<file path="src/rtl/seg7_scan_driver_if.sv">
// Bundle between the hex display stage and the 7-segment scan driver.
// Carries the digit code, display controls and the pin-level outputs.
// Pure wiring with no latency; there is no backpressure on this path.
interface seg7_scan_driver_if;
    logic [15:0] led7_in;
    logic [3:0]  digit_en;
    logic        blink;
    logic [2:0]  brightness;
    logic [3:0]  an;
    logic [6:0]  seg;
    logic        dp;
    logic [1:0]  digit_idx;

    // Upstream display stage: drives the code and controls, observes the pins
    modport master (
        output led7_in, digit_en, blink, brightness,
        input  an, seg, dp, digit_idx
    );

    // Scan driver: consumes the code and controls, drives the pins
    modport slave (
        input  led7_in, digit_en, blink, brightness,
        output an, seg, dp, digit_idx
    );
endinterface

</file>
<file path="src/rtl/seg7_scan_driver.sv">
// Time-multiplexed 4-digit common-anode 7-segment driver with blanking, blink and PWM.
// an/seg are registered, 1 cycle behind the scan counters; inputs are latched once per frame.
// No backpressure: the inputs are sampled continuously and the pins are always driven.
module seg7_scan_driver #(
    parameter int REFRESH_DIV = 50000,
    parameter int BLINK_DIV   = 25000000
) (
    input  logic              clk_in,
    input  logic              reset,
    seg7_scan_driver_if.slave bus
);
    localparam int CNT_W = (REFRESH_DIV > 1) ? $clog2(REFRESH_DIV) : 1;
    localparam int BLK_W = (BLINK_DIV > 1) ? $clog2(BLINK_DIV) : 1;
    localparam logic [CNT_W-1:0] REF_LAST = CNT_W'(REFRESH_DIV - 1);
    localparam logic [BLK_W-1:0] BLK_LAST = BLK_W'(BLINK_DIV - 1);
    localparam logic [31:0] PWM_STEP = 32'(REFRESH_DIV / 8);

    logic [CNT_W-1:0] refresh_cnt_q, refresh_cnt_d;
    logic [1:0]       digit_idx_q, digit_idx_d;
    logic [BLK_W-1:0] blink_cnt_q, blink_cnt_d;
    logic             blink_phase_q, blink_phase_d;
    logic [15:0]      shadow_q, shadow_d;
    logic [3:0]       en_shadow_q, en_shadow_d;
    logic [2:0]       bright_shadow_q, bright_shadow_d;
    logic [3:0]       an_q, an_d;
    logic [6:0]       seg_q, seg_d;

    logic             refresh_wrap;
    logic [31:0]      on_limit;
    logic             slot_on;
    logic             lit;
    logic [3:0]       nibble;

    // Hex nibble to active-low segment pattern {g,f,e,d,c,b,a}
    function automatic logic [6:0] hex_to_seg(input logic [3:0] h);
        logic [6:0] s;
        case (h)
            4'h0: s = 7'h40;
            4'h1: s = 7'h79;
            4'h2: s = 7'h24;
            4'h3: s = 7'h30;
            4'h4: s = 7'h19;
            4'h5: s = 7'h12;
            4'h6: s = 7'h02;
            4'h7: s = 7'h78;
            4'h8: s = 7'h00;
            4'h9: s = 7'h10;
            4'hA: s = 7'h08;
            4'hB: s = 7'h03;
            4'hC: s = 7'h46;
            4'hD: s = 7'h21;
            4'hE: s = 7'h06;
            default: s = 7'h0E;
        endcase
        return s;
    endfunction

    // Next-state for scan/blink counters, frame shadows and the pin image
    always_comb begin
        refresh_cnt_d   = refresh_cnt_q;
        digit_idx_d     = digit_idx_q;
        blink_cnt_d     = blink_cnt_q;
        blink_phase_d   = blink_phase_q;
        shadow_d        = shadow_q;
        en_shadow_d     = en_shadow_q;
        bright_shadow_d = bright_shadow_q;
        an_d            = 4'hF;
        seg_d           = 7'h7F;

        refresh_wrap = (refresh_cnt_q == REF_LAST);
        if (refresh_wrap) begin
            refresh_cnt_d = '0;
            digit_idx_d   = digit_idx_q + 2'd1;
            // Latch only at the frame boundary so a frame never mixes old and new digits
            if (digit_idx_q == 2'd3) begin
                shadow_d        = bus.led7_in;
                en_shadow_d     = bus.digit_en;
                bright_shadow_d = bus.brightness;
            end
        end else begin
            refresh_cnt_d = refresh_cnt_q + CNT_W'(1);
        end

        // Blink state is parked at phase 0 while idle so the first half-period is visible
        if (!bus.blink) begin
            blink_cnt_d   = '0;
            blink_phase_d = 1'b0;
        end else if (blink_cnt_q == BLK_LAST) begin
            blink_cnt_d   = '0;
            blink_phase_d = ~blink_phase_q;
        end else begin
            blink_cnt_d = blink_cnt_q + BLK_W'(1);
        end

        // Count 0 of every slot stays dark as dead time against ghosting between digits
        on_limit = ({29'd0, bright_shadow_q} + 32'd1) * PWM_STEP;
        slot_on  = (refresh_cnt_q != '0) && (32'(refresh_cnt_q) < on_limit);
        lit      = slot_on && en_shadow_q[digit_idx_q] && !(bus.blink && blink_phase_q);
        nibble   = shadow_q[{digit_idx_q, 2'b00} +: 4];

        if (lit) begin
            an_d  = ~(4'b0001 << digit_idx_q);
            seg_d = hex_to_seg(nibble);
        end
    end

    // State and output registers, cleared asynchronously
    always_ff @(posedge clk_in or posedge reset) begin
        if (reset) begin
            refresh_cnt_q   <= '0;
            digit_idx_q     <= 2'd0;
            blink_cnt_q     <= '0;
            blink_phase_q   <= 1'b0;
            shadow_q        <= 16'h0000;
            en_shadow_q     <= 4'h0;
            bright_shadow_q <= 3'd0;
            an_q            <= 4'hF;
            seg_q           <= 7'h7F;
        end else begin
            refresh_cnt_q   <= refresh_cnt_d;
            digit_idx_q     <= digit_idx_d;
            blink_cnt_q     <= blink_cnt_d;
            blink_phase_q   <= blink_phase_d;
            shadow_q        <= shadow_d;
            en_shadow_q     <= en_shadow_d;
            bright_shadow_q <= bright_shadow_d;
            an_q            <= an_d;
            seg_q           <= seg_d;
        end
    end

    assign bus.an        = an_q;
    assign bus.seg       = seg_q;
    assign bus.dp        = 1'b1;
    assign bus.digit_idx = digit_idx_q;
endmodule
</file>
<file path="src/flat_wrapper.sv">
// flat-port wrapper written by rule: the top's interface ports become plain ports
module seg7_scan_driver_flat 
#(
    parameter int REFRESH_DIV = 50000,
    parameter int BLINK_DIV   = 25000000
)
  (clk_in, reset, bus_led7_in, bus_digit_en, bus_blink, bus_brightness, bus_an, bus_seg, bus_dp, bus_digit_idx);
  seg7_scan_driver_if bus_i ();
  input  logic clk_in;
  input  logic reset;
  input wire logic [$bits(bus_i.led7_in)-1:0] bus_led7_in;
  input wire logic [$bits(bus_i.digit_en)-1:0] bus_digit_en;
  input wire logic [$bits(bus_i.blink)-1:0] bus_blink;
  input wire logic [$bits(bus_i.brightness)-1:0] bus_brightness;
  output wire logic [$bits(bus_i.an)-1:0] bus_an;
  output wire logic [$bits(bus_i.seg)-1:0] bus_seg;
  output wire logic [$bits(bus_i.dp)-1:0] bus_dp;
  output wire logic [$bits(bus_i.digit_idx)-1:0] bus_digit_idx;
  assign bus_i.led7_in = bus_led7_in;
  assign bus_i.digit_en = bus_digit_en;
  assign bus_i.blink = bus_blink;
  assign bus_i.brightness = bus_brightness;
  assign bus_an = bus_i.an;
  assign bus_seg = bus_i.seg;
  assign bus_dp = bus_i.dp;
  assign bus_digit_idx = bus_i.digit_idx;
  seg7_scan_driver #(.REFRESH_DIV(REFRESH_DIV), .BLINK_DIV(BLINK_DIV)) u_core (.clk_in(clk_in), .reset(reset), .bus(bus_i));
endmodule
</file>
<file path="config.mk">
export PLATFORM = sky130hd
export DESIGN_NAME = seg7_scan_driver_flat
export DESIGN_NICKNAME = d
export VERILOG_FILES = /design/src/rtl/seg7_scan_driver_if.sv /design/src/rtl/seg7_scan_driver.sv /design/src/flat_wrapper.sv
export SDC_FILE = /design/constraint.sdc
export NUM_CORES = 1
export LEC_CHECK = 0
export BUFFER_PORTS_ARGS = -buffer_cell sky130_fd_sc_hd__buf_2
export CAP_MARGIN = 15
export CORE_MARGIN = 4
export CORE_UTILIZATION = 40
export CTS_CLUSTER_DIAMETER = 150
export DETAILED_ROUTE_END_ITERATION = 8
export HOLD_SLACK_MARGIN = 0.02
export REMOVE_ABC_BUFFERS = 1
export SYNTH_ARGS = -nofsm -noshare
export SYNTH_HDL_FRONTEND = slang
export SYNTH_SLANG_ARGS = --single-unit
export TNS_END_PERCENT = 50
</file>
<file path="constraint.sdc">
create_clock -name clk_in -period 6.95 [get_ports clk_in]
set_input_delay 0.695 -clock clk_in [delete_from_list [all_inputs] [get_ports clk_in]]
set_output_delay 0.695 -clock clk_in [all_outputs]
set_load 0.02 [all_outputs]
</file>
======== Word-level counts from Yosys, hierarchy flattened ========
Memory sizes are Yosys's and may differ from the RTL's.
Index checks and enable logic that the tools add are counted.
operators by class
  eq/ne operators ......................... 4
  bitwise operators ....................... 2
  $add $sub $neg .......................... 4
  shifts and indexed selects .............. 2
  multiplexer cells ....................... 9
  $lt $le $gt $ge ......................... 2
  reduce and logical (&&, ||, !) cells .... 7
  multiply operators ...................... 1
operators by type and width
  cell                      count
  $mux W25                  2
  $lt A16 B32 Y1            1
  $mul A32 B12 Y31 const B  1
  $add A25 B1 Y25 const B   1
  $eq A25 B25 Y1 const B    1
  $add A16 B1 Y16 const B   1
  $eq A16 B16 Y1 const B    1
  $mux W16                  1
  $reduce_bool A16 Y1       1
  $shiftx A16 B5 Y4         1
  $mux W7                   1
  $add A3 B1 Y4 const B     1
  $logic_and A1 B1 Y1       4
  $mux W4                   1
  $not A4 Y4                1
  $shl A1 B2 Y4 const A     1
  $lt A2 B3 Y1 const B      1
  $mux W1                   3
  $add A2 B1 Y2 const B     1
  $bmux W1 S2               1
  $eq A2 B2 Y1 const B      1
  $ne A2 B1 Y1 const B      1
  $reduce_and A2 Y1         1
  $logic_not A1 Y1          1
  $not A1 Y1                1
word-level totals
  memory bits (read-only) ................. 112
  register bits after elaboration ......... 78
  memories kept ........................... 1
  output and inout port bits .............. 14
memories
  memory           words  bits a word  rd ports  clocked after memory_dff  write ports  line                    RTL
  (no name shown)  16     7            1         0                         0            seg7_scan_driver.sv:37  case (h)

======== Logic depth before layout (Yosys ltp) ========
Gate-level depths: netlist of the first run.
  depth in word-level cells ............... 7
  gate-level depth with buffers ........... 18
  gate-level depth less buffers ........... 17

======== Worst setup path after synthesis of the first run ========
OpenSTA, ideal clock, no wires.
  path kind ............................... reg-to-reg
  from .................................... register u_core.bright_shadow_q[0]
  to ...................................... register u_core.seg_q[5], in the netlist u_core.bus.seg[5]
  buffers on the path ..................... 3
  setup slack ............................. 2878 ps
  arrival time ............................ 3975 ps
  data required time ...................... 6853 ps
  stages on the path, launching flop included .. 19
  library setup time ...................... 97 ps
  cells stage by stage .................... dfrtp_1 -> ha_1 -> clkbuf_1 -> xor2_1 -> ha_1 -> ha_1 -> ha_1 -> clkbuf_1 -> a31o_2 -> or3_1 -> a31o_2 -> nand3_1 -> ha_1 -> a21oi_1 -> o21a_1 -> o221ai_1 -> a221oi_1 -> buf_2 -> nand3_1
between the ends
  longest elaborated chain between the ends .. 7
ends and longest elaborated chain
  what                              line                     RTL
  from (decl)                       seg7_scan_driver.sv:24   logic [2:0] bright_shadow_q, bright_shadow_d;
  from (signal assigned)            seg7_scan_driver.sv:126  bright_shadow_q <= bright_shadow_d;
  $add A3 B1 Y4                     seg7_scan_driver.sv:96   on_limit = ({29'd0, bright_shadow_q} + 32'd1) * PWM_STEP;
  $mul A32 B12 Y31                  seg7_scan_driver.sv:96
  $lt A16 B32 Y1                    seg7_scan_driver.sv:97   slot_on = (refresh_cnt_q != '0) && (32'(refresh_cnt_q) < on_limit);
  $logic_and A1 B1 Y1               seg7_scan_driver.sv:97
  $logic_and A1 B1 Y1 (2 in a row)  seg7_scan_driver.sv:98   lit = slot_on && en_shadow_q[digit_idx_q] && !(bus.blink && blink_phase_q);
  $mux W7                           seg7_scan_driver.sv:101  if (lit) begin
  via u_core.seg_d[5]               seg7_scan_driver.sv:26   logic [6:0] seg_q, seg_d;
  to (signal assigned)              seg7_scan_driver.sv:128  seg_q <= seg_d;
  to (decl)                         seg7_scan_driver.sv:26
The timed path passes the listed nets, and every way through them passes these cells.
A chain may end at the register's enable or synchronous reset.

======== Worst setup path after layout of the first run ========
  from .................................... register u_core.bright_shadow_q[0]
  to ...................................... register u_core.an_q[1], in the netlist u_core.bus.an[1]
between the ends
  longest elaborated chain between the ends .. 7
ends and longest elaborated chain
  what                              line                     RTL
  $add A3 B1 Y4                     seg7_scan_driver.sv:96
  $mul A32 B12 Y31                  seg7_scan_driver.sv:96
  $lt A16 B32 Y1                    seg7_scan_driver.sv:97
  $logic_and A1 B1 Y1               seg7_scan_driver.sv:97
  $logic_and A1 B1 Y1 (2 in a row)  seg7_scan_driver.sv:98
  $mux W4                           seg7_scan_driver.sv:101
  via u_core.an_d[1]                seg7_scan_driver.sv:25   logic [3:0] an_q, an_d;
  to (signal assigned)              seg7_scan_driver.sv:127  an_q <= an_d;
  to (decl)                         seg7_scan_driver.sv:25
The timed path passes the listed nets, and every way through them passes these cells.

==> results of run 1 <==
## path summary, 6_finish.rpt
path / end / slack, ns / cells past startpoint
max in group asynchronous: u_core.shadow_q[15] / 5.68 / 3
min reg2reg: u_core.blink_cnt_q[0] / 0.45 / 1
min: u_core.blink_cnt_q[0] / 0.45 / 1
min in group asynchronous: u_core.blink_cnt_q[11] / 0.64 / 3
max reg2reg: u_core.bus.an[1] / 2.63 / 15
max: u_core.bus.an[1] / 2.63 / 15
## through the flow
stage / utilization / instance area [µm²]
floorplan: - / 4590
CTS: 0.466 / 5330
detailed placement: 0.437 / 4990
global placement: 0.437 / 4990
finish: 0.466 / 5330
global route: 0.466 / 5330
## flip-flops by register name, indices dropped and copies added, names as in the netlist
name	flops
u_core.bright_shadow_q	3
u_core.refresh_cnt_q	16
u_core.bus.an	4
u_core.blink_cnt_q	25
u_core.blink_phase_q	1
u_core.bus.seg	7
u_core.en_shadow_q	4
u_core.bus.digit_idx	2
u_core.shadow_q	16
## cell type report
class | count | share of cell area
Multi-Input combinational cell | 322 | 0.477
Tap cell | 143 | 0.0336
Inverter | 21 | 0.0150
Sequential cell | 78 | 0.369
Timing Repair Buffer | 42 | 0.0413
Clock buffer | 11 | 0.0437
Clock inverter | 5 | 0.0202
## per-layer routing
metal / vias up / wire length (µm)
met2: 50 / 4370
met4: 0 / 94
met1: 1601 / 4220
met5: - / 0
met3: 10 / 384
li1: 1602 / -
## logic make-up after synthesis
kind of cell | share of synthesized area
fa+ha+maj | 0.107
flops | 0.420
other cells | 0.000802
buf+inv | 0.0361
mux | 0.107
compound gates | 0.0565
xor+xnor | 0.0993
simple gates | 0.173
## cells in the final DEF, fill, tap and decap left out, types with 19 or more instances in the layout
master | synthesis | final
sky130_fd_sc_hd__xor2_1 | 25 | 25
sky130_fd_sc_hd__xnor2_1 | 28 | 28
sky130_fd_sc_hd__dfrtp_1 | 67 | 67
sky130_fd_sc_hd__nor2_1 | 50 | 50
sky130_fd_sc_hd__inv_1 | 21 | 20
sky130_fd_sc_hd__nand3_1 | 27 | 27
sky130_fd_sc_hd__nand2_1 | 19 | 19
sky130_fd_sc_hd__mux2_4 | 20 | 20
sky130_fd_sc_hd__buf_2 | 6 | 38
sky130_fd_sc_hd__ha_1 | 40 | 40
## critical path: stages, from the launching register on
cell and delay, ns:
sky130_fd_sc_hd__dfrtp_1 0.49, sky130_fd_sc_hd__inv_1 0.18, sky130_fd_sc_hd__ha_1 0.41, sky130_fd_sc_hd__ha_1 0.23
sky130_fd_sc_hd__ha_1 0.34, sky130_fd_sc_hd__ha_1 0.42, sky130_fd_sc_hd__a31o_2 0.29, sky130_fd_sc_hd__a211o_1 0.27
sky130_fd_sc_hd__a41oi_1 0.16, sky130_fd_sc_hd__o21ai_0 0.16, sky130_fd_sc_hd__ha_1 0.32, sky130_fd_sc_hd__nand4_1 0.10
sky130_fd_sc_hd__nor4_1 0.38, sky130_fd_sc_hd__o311ai_1 0.20, sky130_fd_sc_hd__buf_4 0.21, sky130_fd_sc_hd__nand3_1 0.09
## power breakdown
part	internal (mW)	switching, mW
logic	0.0614	0.0752
clock network	0.352	0.181
registers	0.469	0.00862
total	0.882	0.264
==> impl_metrics.xml, run 1 <==
<?xml version="1.0" encoding="UTF-8"?>
<metrics>
  <group name="cts">
    <metric name="cts_h_tree_depth" unit="">3</metric>
    <metric name="number_of_clock_buffers_inserted_by_tritoncts" unit="">9</metric>
    <metric name="cts-hold-fix-buffers" unit="">0</metric>
    <metric name="clock_path_buffers" unit="">2</metric>
    <metric name="cts_setup_buffers" unit="">0</metric>
    <metric name="clkSlewWorstSetupHoldPaths" unit="ns">0.06</metric>
    <metric name="clk_latency" unit="ns">0.33</metric>
    <metric name="cts_repair_resize_count" unit="">0</metric>
    <metric name="cts_root_buf" unit="">sky130_fd_sc_hd__clkbuf_16</metric>
    <metric name="cts_tree" unit="">built</metric>
    <metric name="cts.sinks" unit="">78</metric>
  </group>
  <group name="place">
    <metric name="dp_cells" unit="">606</metric>
    <metric name="place.gp.congestion" unit="">0.800</metric>
    <metric name="placement.io_buffers" unit="">38</metric>
    <metric name="dpl.hpwl" unit="µm">6670</metric>
    <metric name="detailedPlace.worstSlack" unit="ns">2.64</metric>
  </group>
  <group name="worst_setup_path">
    <metric name="critical_path_at" unit="ns">4.59</metric>
    <metric name="worst_setup_path_start" unit="">u_core.bright_shadow_q[0]</metric>
    <metric name="worstSetupStartpointType" unit="">flop</metric>
    <metric name="setup.worst_path.end_class" unit="">flop</metric>
    <metric name="cp_max_fo" unit="">11</metric>
    <metric name="critical_path_start_end_classification" unit="">flop to flop</metric>
    <metric name="critPathRequiredTime" unit="ns">7.22</metric>
    <metric name="regToRegStartpoint" unit="">u_core.bright_shadow_q[0]</metric>
  </group>
  <group name="synthesis">
    <metric name="synth.area.top_cells" unit="">sky130_fd_sc_hd__dfrtp_1 (36%), sky130_fd_sc_hd__ha_1 (11%), sky130_fd_sc_hd__mux2_4 (6.4%)</metric>
    <metric name="summed_instance_area_of_the_synthesized_netlist" unit="µm²">4680</metric>
    <metric name="netlist-cell-type-count" unit="">54</metric>
    <metric name="synth_sequential_area_ratio" unit="">0.420</metric>
    <metric name="avgSynthCellArea" unit="µm²">10.7</metric>
    <metric name="synth_flop_cell" unit="">sky130_fd_sc_hd__dfrtp_1</metric>
    <metric name="post_synthesis_cell_count" unit="">436</metric>
    <metric name="synthDominantAreaCellType" unit="">sky130_fd_sc_hd__dfrtp_1</metric>
    <metric name="synth.most_common_cell" unit="">sky130_fd_sc_hd__dfrtp_1</metric>
    <metric name="synth_enable_flop_cells" unit="">0</metric>
    <metric name="synth-async-reset-ratio" unit="">1.00</metric>
    <metric name="yosys_warnings" unit="">0</metric>
    <metric name="ys_ff_latch" unit="">78</metric>
    <metric name="synth_commonest_cells" unit="">sky130_fd_sc_hd__dfrtp_1 (67), sky130_fd_sc_hd__nor2_1 (50), sky130_fd_sc_hd__ha_1 (40)</metric>
    <metric name="post-synth-top-area-fraction" unit="">0.359</metric>
  </group>
  <group name="routing">
    <metric name="via_count" unit="">3263</metric>
    <metric name="first_pass_iters" unit="">4</metric>
    <metric name="initial_drc_count" unit="">162</metric>
    <metric name="detail-route-antenna-nets" unit="">0</metric>
    <metric name="drc" unit="">0</metric>
    <metric name="route.detailed.wl_per_inst" unit="µm">14.6</metric>
    <metric name="vias_per_cell" unit="">5.25</metric>
    <metric name="drt-total-wl" unit="µm">9070</metric>
  </group>
  <group name="finish">
    <metric name="area.growth.synth_to_final" unit="%">13.9</metric>
    <metric name="fillers" unit="">1084</metric>
    <metric name="regArea" unit="µm²">1970</metric>
    <metric name="multi_input_area" unit="µm²">2540</metric>
    <metric name="instances_no_fill" unit="">622</metric>
    <metric name="layout-drive-gt1-share" unit="">0.223</metric>
    <metric name="num_antenna_cells" unit="">0</metric>
    <metric name="finalNetCount" unit="">540</metric>
  </group>
  <group name="grt">
    <metric name="grtUsageMet1" unit="">0.185</metric>
    <metric name="grt_use_met2" unit="">0.245</metric>
    <metric name="grtUsageMet3" unit="">0.0461</metric>
    <metric name="number_of_global_route_vias_before_repair" unit="">3419</metric>
    <metric name="globalRoute.totalOverflow" unit="">0</metric>
    <metric name="grt_max_degree" unit="">79</metric>
    <metric name="grt_antenna_before_repair" unit="">0</metric>
    <metric name="track_usage" unit="">0.146</metric>
    <metric name="grt_pass1_wl" unit="µm">15800</metric>
    <metric name="grt_busiest_layer" unit="">met2</metric>
  </group>
  <group name="floorplanning">
    <metric name="design.die.area" unit="µm²">13500</metric>
    <metric name="ioPinCount" unit="">40</metric>
    <metric name="row_count" unit="">39</metric>
    <metric name="placeableCoreArea" unit="µm²">11400</metric>
    <metric name="die_w" unit="µm">116</metric>
    <metric name="die_h" unit="µm">116</metric>
    <metric name="floorplan.initialDensity" unit="">0.409</metric>
  </group>
  <group name="sta">
    <metric name="number_of_max_slew_violations_in_the_final_report" unit="">0</metric>
    <metric name="final.setup.worst_slack" unit="ns">2.63</metric>
    <metric name="max_slew.worst_pin.slew" unit="ns">0.959</metric>
    <metric name="rsz_0062_raised_after_global_routing" unit="">false</metric>
    <metric name="timing.final.crit_share" unit="">0.622</metric>
    <metric name="post-route-min-period" unit="ns">4.32</metric>
    <metric name="whs" unit="ns">0.452</metric>
    <metric name="finClkSkew" unit="ns">0.00620</metric>
    <metric name="finalHoldViolations" unit="">0</metric>
    <metric name="timing.slew.headroom" unit="">0.361</metric>
    <metric name="final-setup-viol-count" unit="">0</metric>
    <metric name="setup_tns_after_final_layout" unit="ns">0</metric>
    <metric name="clock.fmax" unit="MHz">231</metric>
  </group>
  <group name="power_and_ir_drop">
    <metric name="leakage" unit="nW">2.47</metric>
    <metric name="power_per_cell_area" unit="nW/µm²">215</metric>
    <metric name="worst_vdd_rail_ir_drop" unit="mV">0.146</metric>
    <metric name="p_total" unit="mW">1.15</metric>
  </group>
  <group name="min_path">
    <metric name="worst_hold_startpoint" unit="">u_core.blink_cnt_q[0]</metric>
    <metric name="worst_hold_path_type" unit="">flop to flop</metric>
  </group>
  <group name="flow_run">
    <metric name="drv.max_cap_violation_count" unit="">0</metric>
  </group>
  <group name="run_status">
    <metric name="result_of_the_run" unit="">finished, final reports clean</metric>
  </group>
</metrics>
Power figures use the tool's default switching activity.
==> inputs of run 2 (changes only) <==
--- a/config.mk
+++ b/config.mk
@@ -5,6 +5,7 @@
 export SDC_FILE = /design/constraint.sdc
 export NUM_CORES = 1
 export LEC_CHECK = 0
+export ABC_AREA = 1
 export BUFFER_PORTS_ARGS = -buffer_cell sky130_fd_sc_hd__buf_2
 export CAP_MARGIN = 15
 export CORE_MARGIN = 4
==> constraint.sdc (replaced) <==
create_clock -name clk_in -period 4.3 [get_ports clk_in]
set_input_delay 0.43 -clock clk_in [delete_from_list [all_inputs] [get_ports clk_in]]
set_output_delay 0.43 -clock clk_in [all_outputs]
set_load 0.02 [all_outputs]
==> run 2 against run 1 <==
Global-route usage rose by 2.4 points. Critical path type unchanged. Synthesized area rose by 12%. Fmax rose by 14%. Sequential share of layout area fell by 3.1 points. Sequential power rose by 57%.
==> impl_metrics.xml, run 2 <==
<?xml version="1.0" encoding="UTF-8"?>
<metrics>
  <group name="synthesis">
    <metric name="post-synth-top-area-fraction" unit="">0.320</metric>
    <metric name="synth_flop_cell" unit="">sky130_fd_sc_hd__dfrtp_1</metric>
    <metric name="synth.most_common_cell" unit="">sky130_fd_sc_hd__nand2_1</metric>
    <metric name="synth_enable_flop_cells" unit="">0</metric>
    <metric name="synthXorXnorAreaFrac" unit="">0.0402</metric>
    <metric name="netlist-cell-type-count" unit="">36</metric>
    <metric name="avgSynthCellArea" unit="µm²">7.29</metric>
    <metric name="yosys_warnings" unit="">0</metric>
    <metric name="synth.area.top_cells" unit="">sky130_fd_sc_hd__dfrtp_1 (32%), sky130_fd_sc_hd__nand2_1 (14%), sky130_fd_sc_hd__ha_1 (9.6%)</metric>
    <metric name="synth_top_family_by_area" unit="">simple AND/OR/NAND/NOR gates</metric>
    <metric name="synth-async-reset-ratio" unit="">1.00</metric>
    <metric name="muxShareOfSynthArea" unit="">0</metric>
    <metric name="post_synth_and_or_nand_nor_area_fraction" unit="">0.356</metric>
    <metric name="synthDominantAreaCellType" unit="">sky130_fd_sc_hd__dfrtp_1</metric>
    <metric name="synth_sequential_area_ratio" unit="">0.375</metric>
    <metric name="synth-adder-area-share" unit="">0.0956</metric>
    <metric name="ys_ff_latch" unit="">78</metric>
    <metric name="synth_compound_area_frac" unit="">0.0397</metric>
    <metric name="post_synthesis_cell_count" unit="">718</metric>
    <metric name="summed_instance_area_of_the_synthesized_netlist" unit="µm²">5240</metric>
    <metric name="synth_commonest_cells" unit="">sky130_fd_sc_hd__nand2_1 (199), sky130_fd_sc_hd__inv_1 (90), sky130_fd_sc_hd__nand3_1 (87)</metric>
  </group>
  <group name="finish">
    <metric name="fillers" unit="">1344</metric>
    <metric name="regMostFlops" unit="">u_core.blink_cnt_q</metric>
    <metric name="layout.cells.most_common_list" unit="">sky130_fd_sc_hd__nand2_1 (198), sky130_fd_sc_hd__inv_1 (89), sky130_fd_sc_hd__nand3_1 (87)</metric>
    <metric name="layout_commonest_cell" unit="">sky130_fd_sc_hd__nand2_1</metric>
    <metric name="layout-drive-gt1-share" unit="">0.118</metric>
    <metric name="finalNetCount" unit="">818</metric>
    <metric name="area.growth.synth_to_final" unit="%">11.3</metric>
    <metric name="num_antenna_cells" unit="">0</metric>
    <metric name="largestRegisters" unit="">u_core.blink_cnt_q: 25 flops, u_core.refresh_cnt_q: 16 flops, u_core.shadow_q: 16 flops</metric>
    <metric name="flip_flop_count_of_the_largest_register_all_copies_and_words_added" unit="">25</metric>
  </group>
  <group name="worst_setup_path">
    <metric name="max_stage_delay" unit="ns">0.47</metric>
    <metric name="series_of_cell_instances_along_the_critical_path" unit="">ha_1 &gt; inv_1 &gt; nand2_1 &gt; nand2_1 &gt; ha_1 &gt; ha_1 &gt; ha_1 &gt; inv_1 &gt; o21ai_0 &gt; nand2_1 &gt; nand2_1 &gt; a21oi_1 &gt; nand2_1 &gt; nand2_1 &gt; nand2_1 &gt; ha_1 &gt; a21oi_1 &gt; o21ai_0 &gt; a21oi_1 &gt; nand2_1 &gt; nand2_2 &gt; nand3_1</metric>
    <metric name="worstSetupStartpointType" unit="">flop</metric>
    <metric name="critical_path.reg2reg.endpoint" unit="">u_core.bus.seg[1]</metric>
    <metric name="critical_path_start_end_classification" unit="">flop to flop</metric>
    <metric name="r2r.worst_path.cells" unit="">22</metric>
    <metric name="critPathRequiredTime" unit="ns">4.54</metric>
    <metric name="crit_slowest_cell" unit="">sky130_fd_sc_hd__dfrtp_2</metric>
    <metric name="critical_path_at" unit="ns">4.04</metric>
    <metric name="setup.worst_path.end_class" unit="">flop</metric>
    <metric name="rrSetupSlack" unit="ns">0.50</metric>
    <metric name="worst_path_most_repeated_cell" unit="">sky130_fd_sc_hd__nand2_1</metric>
    <metric name="regToRegStartpoint" unit="">u_core.bright_shadow_q[0]</metric>
    <metric name="cp_max_fo" unit="">11</metric>
  </group>
  <group name="grt">
    <metric name="grt_max_degree" unit="">35</metric>
    <metric name="track_usage" unit="">0.170</metric>
    <metric name="number_of_global_route_vias_before_repair" unit="">4308</metric>
    <metric name="globalRoute.totalOverflow" unit="">0</metric>
    <metric name="grt_antenna_before_repair" unit="">0</metric>
    <metric name="grt_pass1_wl" unit="µm">20500</metric>
  </group>
  <group name="flow_run">
    <metric name="drv.max_cap_violation_count" unit="">0</metric>
  </group>
  <group name="sta">
    <metric name="max_slew.worst_pin.slew" unit="ns">0.703</metric>
    <metric name="number_of_max_slew_violations_in_the_final_report" unit="">0</metric>
    <metric name="clock.fmax" unit="MHz">263</metric>
    <metric name="finClkSkew" unit="ns">0.00800</metric>
    <metric name="finalHoldViolations" unit="">0</metric>
    <metric name="post-route-min-period" unit="ns">3.80</metric>
    <metric name="rsz_0062_raised_after_global_routing" unit="">false</metric>
    <metric name="timing.final.crit_share" unit="">0.884</metric>
    <metric name="whs" unit="ns">0.197</metric>
    <metric name="final-setup-viol-count" unit="">0</metric>
    <metric name="setup_tns_after_final_layout" unit="ns">0</metric>
    <metric name="final.setup.worst_slack" unit="ns">0.497</metric>
    <metric name="timing.slew.headroom" unit="">0.530</metric>
  </group>
  <group name="place">
    <metric name="dpl.hpwl" unit="µm">9330</metric>
    <metric name="placement.io_buffers" unit="">38</metric>
    <metric name="detailedPlace.worstSlack" unit="ns">0.314</metric>
    <metric name="place.gp.congestion" unit="">0.928</metric>
  </group>
  <group name="floorplanning">
    <metric name="ioPinCount" unit="">40</metric>
    <metric name="die_h" unit="µm">122</metric>
    <metric name="die_w" unit="µm">122</metric>
    <metric name="row_count" unit="">41</metric>
    <metric name="design.die.area" unit="µm²">15000</metric>
    <metric name="placeableCoreArea" unit="µm²">12700</metric>
    <metric name="floorplan.initialDensity" unit="">0.411</metric>
  </group>
  <group name="cts">
    <metric name="cts.sinks" unit="">78</metric>
    <metric name="number_of_clock_buffers_inserted_by_tritoncts" unit="">9</metric>
    <metric name="cts_setup_buffers" unit="">0</metric>
    <metric name="cts_root_buf" unit="">sky130_fd_sc_hd__clkbuf_16</metric>
    <metric name="clk_latency" unit="ns">0.34</metric>
    <metric name="clkSlewWorstSetupHoldPaths" unit="ns">0.07</metric>
    <metric name="cts_tree" unit="">built</metric>
    <metric name="clock_path_buffers" unit="">2</metric>
    <metric name="cts_h_tree_depth" unit="">3</metric>
  </group>
  <group name="routing">
    <metric name="drc" unit="">0</metric>
    <metric name="vias_per_cell" unit="">4.99</metric>
    <metric name="first_pass_iters" unit="">6</metric>
    <metric name="initial_drc_count" unit="">300</metric>
    <metric name="route.detailed.wl_per_inst" unit="µm">13.2</metric>
    <metric name="drt-total-wl" unit="µm">12300</metric>
    <metric name="via_count" unit="">4635</metric>
    <metric name="detail-route-antenna-nets" unit="">0</metric>
  </group>
  <group name="power_and_ir_drop">
    <metric name="leakage" unit="nW">2.95</metric>
    <metric name="power_per_cell_area" unit="nW/µm²">266</metric>
    <metric name="worst_vdd_rail_ir_drop" unit="mV">0.206</metric>
  </group>
  <group name="min_path">
    <metric name="worst_hold_path_type" unit="">input port to asynchronous set/reset pin</metric>
  </group>
  <group name="run_status">
    <metric name="result_of_the_run" unit="">finished, final reports clean</metric>
  </group>
</metrics>
run 2: cell count changes in the layout (fill, tap and decap cells not counted), moves of 23 or more:
cell                      delta
sky130_fd_sc_hd__nand2_1   +179
sky130_fd_sc_hd__inv_1      +69
sky130_fd_sc_hd__nand3_1    +60
sky130_fd_sc_hd__nor2_1     +31
sky130_fd_sc_hd__nor3_1     +23
sky130_fd_sc_hd__xnor2_1    -23
run 2: logic make-up (layout without fill, tap and decap cells):
group / after synthesis / count (layout)
AND/OR/NAND/NOR: 426 / 426
buffers and inverters: 111 / 150
flip-flops: 78 / 78
adder cells (fa/ha/maj): 40 / 40
AO/OA/AOI/OAI: 38 / 38
XOR/XNOR: 24 / 24
other: 1 / 1
run 2: metal layers:
| layer | share of wire | vias to the layer above | GRT usage |
|---|---|---|---|
| met1 | 0.49 | 2150 | 0.239 |
| met3 | 0.049 | 14 | 0.0336 |
| li1 | - | 2356 | - |
| met5 | 0 | - | 0 |
| met2 | 0.45 | 115 | 0.270 |
| met4 | 0.014 | 0 | 0.0413 |
run 2: what timing repair did:
action | 4_1_cts | 5_1_grt
endpoints found under the setup margin | 0 | 11
gates resized for setup | 0 | 2
hold buffers | 0 | 0
run 2: worst max-delay path by stage:
stage | from | depth (start not counted) | to | slack (ns)
after global placement | u_core.bright_shadow_q[0] | 22 | u_core.bus.seg[0] | 0.52
after floorplan | u_core.bright_shadow_q[0] | 22 | u_core.bus.an[3] | 0.88
final | u_core.bright_shadow_q[0] | 22 | u_core.bus.seg[1] | 0.50
after global routing | u_core.bright_shadow_q[0] | 22 | u_core.bus.seg[0] | 0.1
after detailed placement | u_core.bright_shadow_q[0] | 22 | u_core.bus.seg[1] | 0.31
after CTS | u_core.bright_shadow_q[0] | 22 | u_core.bus.seg[1] | 0.29
run 2: cell type report:
class	count	area [µm²]	share of cell area
Inverter	93	355	0.0610
Clock inverter	6	50.0	0.00859
Sequential cell	78	1970	0.338
Tap cell	172	215	0.0369
Multi-Input combinational cell	529	2790	0.478
Timing Repair Buffer	41	213	0.0365
Clock buffer	10	239	0.0410
run 2: power breakdown:
part           switching [mW]  leakage [nW]  total (mW)  internal (mW)
Sequential            0.00474         0.913       0.748          0.743
Combinational          0.0354          1.89      0.0511         0.0157
Clock                   0.334         0.142       0.750          0.416
run 2: metrics by stage:
| step | utilization | cell area (µm²) | std cells | power (mW) |
|---|---|---|---|---|
| 3_3_place_gp | 0.435 | 5530 | 913 | 0.813 |
| 6_report | 0.458 | 5830 | 929 | 1.55 |
| 2_1_floorplan | - | 5110 | 700 | 0.787 |
| 4_1_cts | 0.458 | 5820 | 929 | 1.57 |
| 5_1_grt | 0.458 | 5830 | 929 | 1.60 |
| 3_5_place_dp | 0.435 | 5530 | 913 | 0.814 |
run 2: critical path: cells and delay by family (launching register included):
kind                     cells  cell delay [ns]
flip-flops                   1             0.47
buffers and inverters        2             0.22
AO/OA/AOI/OAI                5             0.63
adder cells (fa/ha/maj)      5             1.49
AND/OR/NAND/NOR             10             0.89
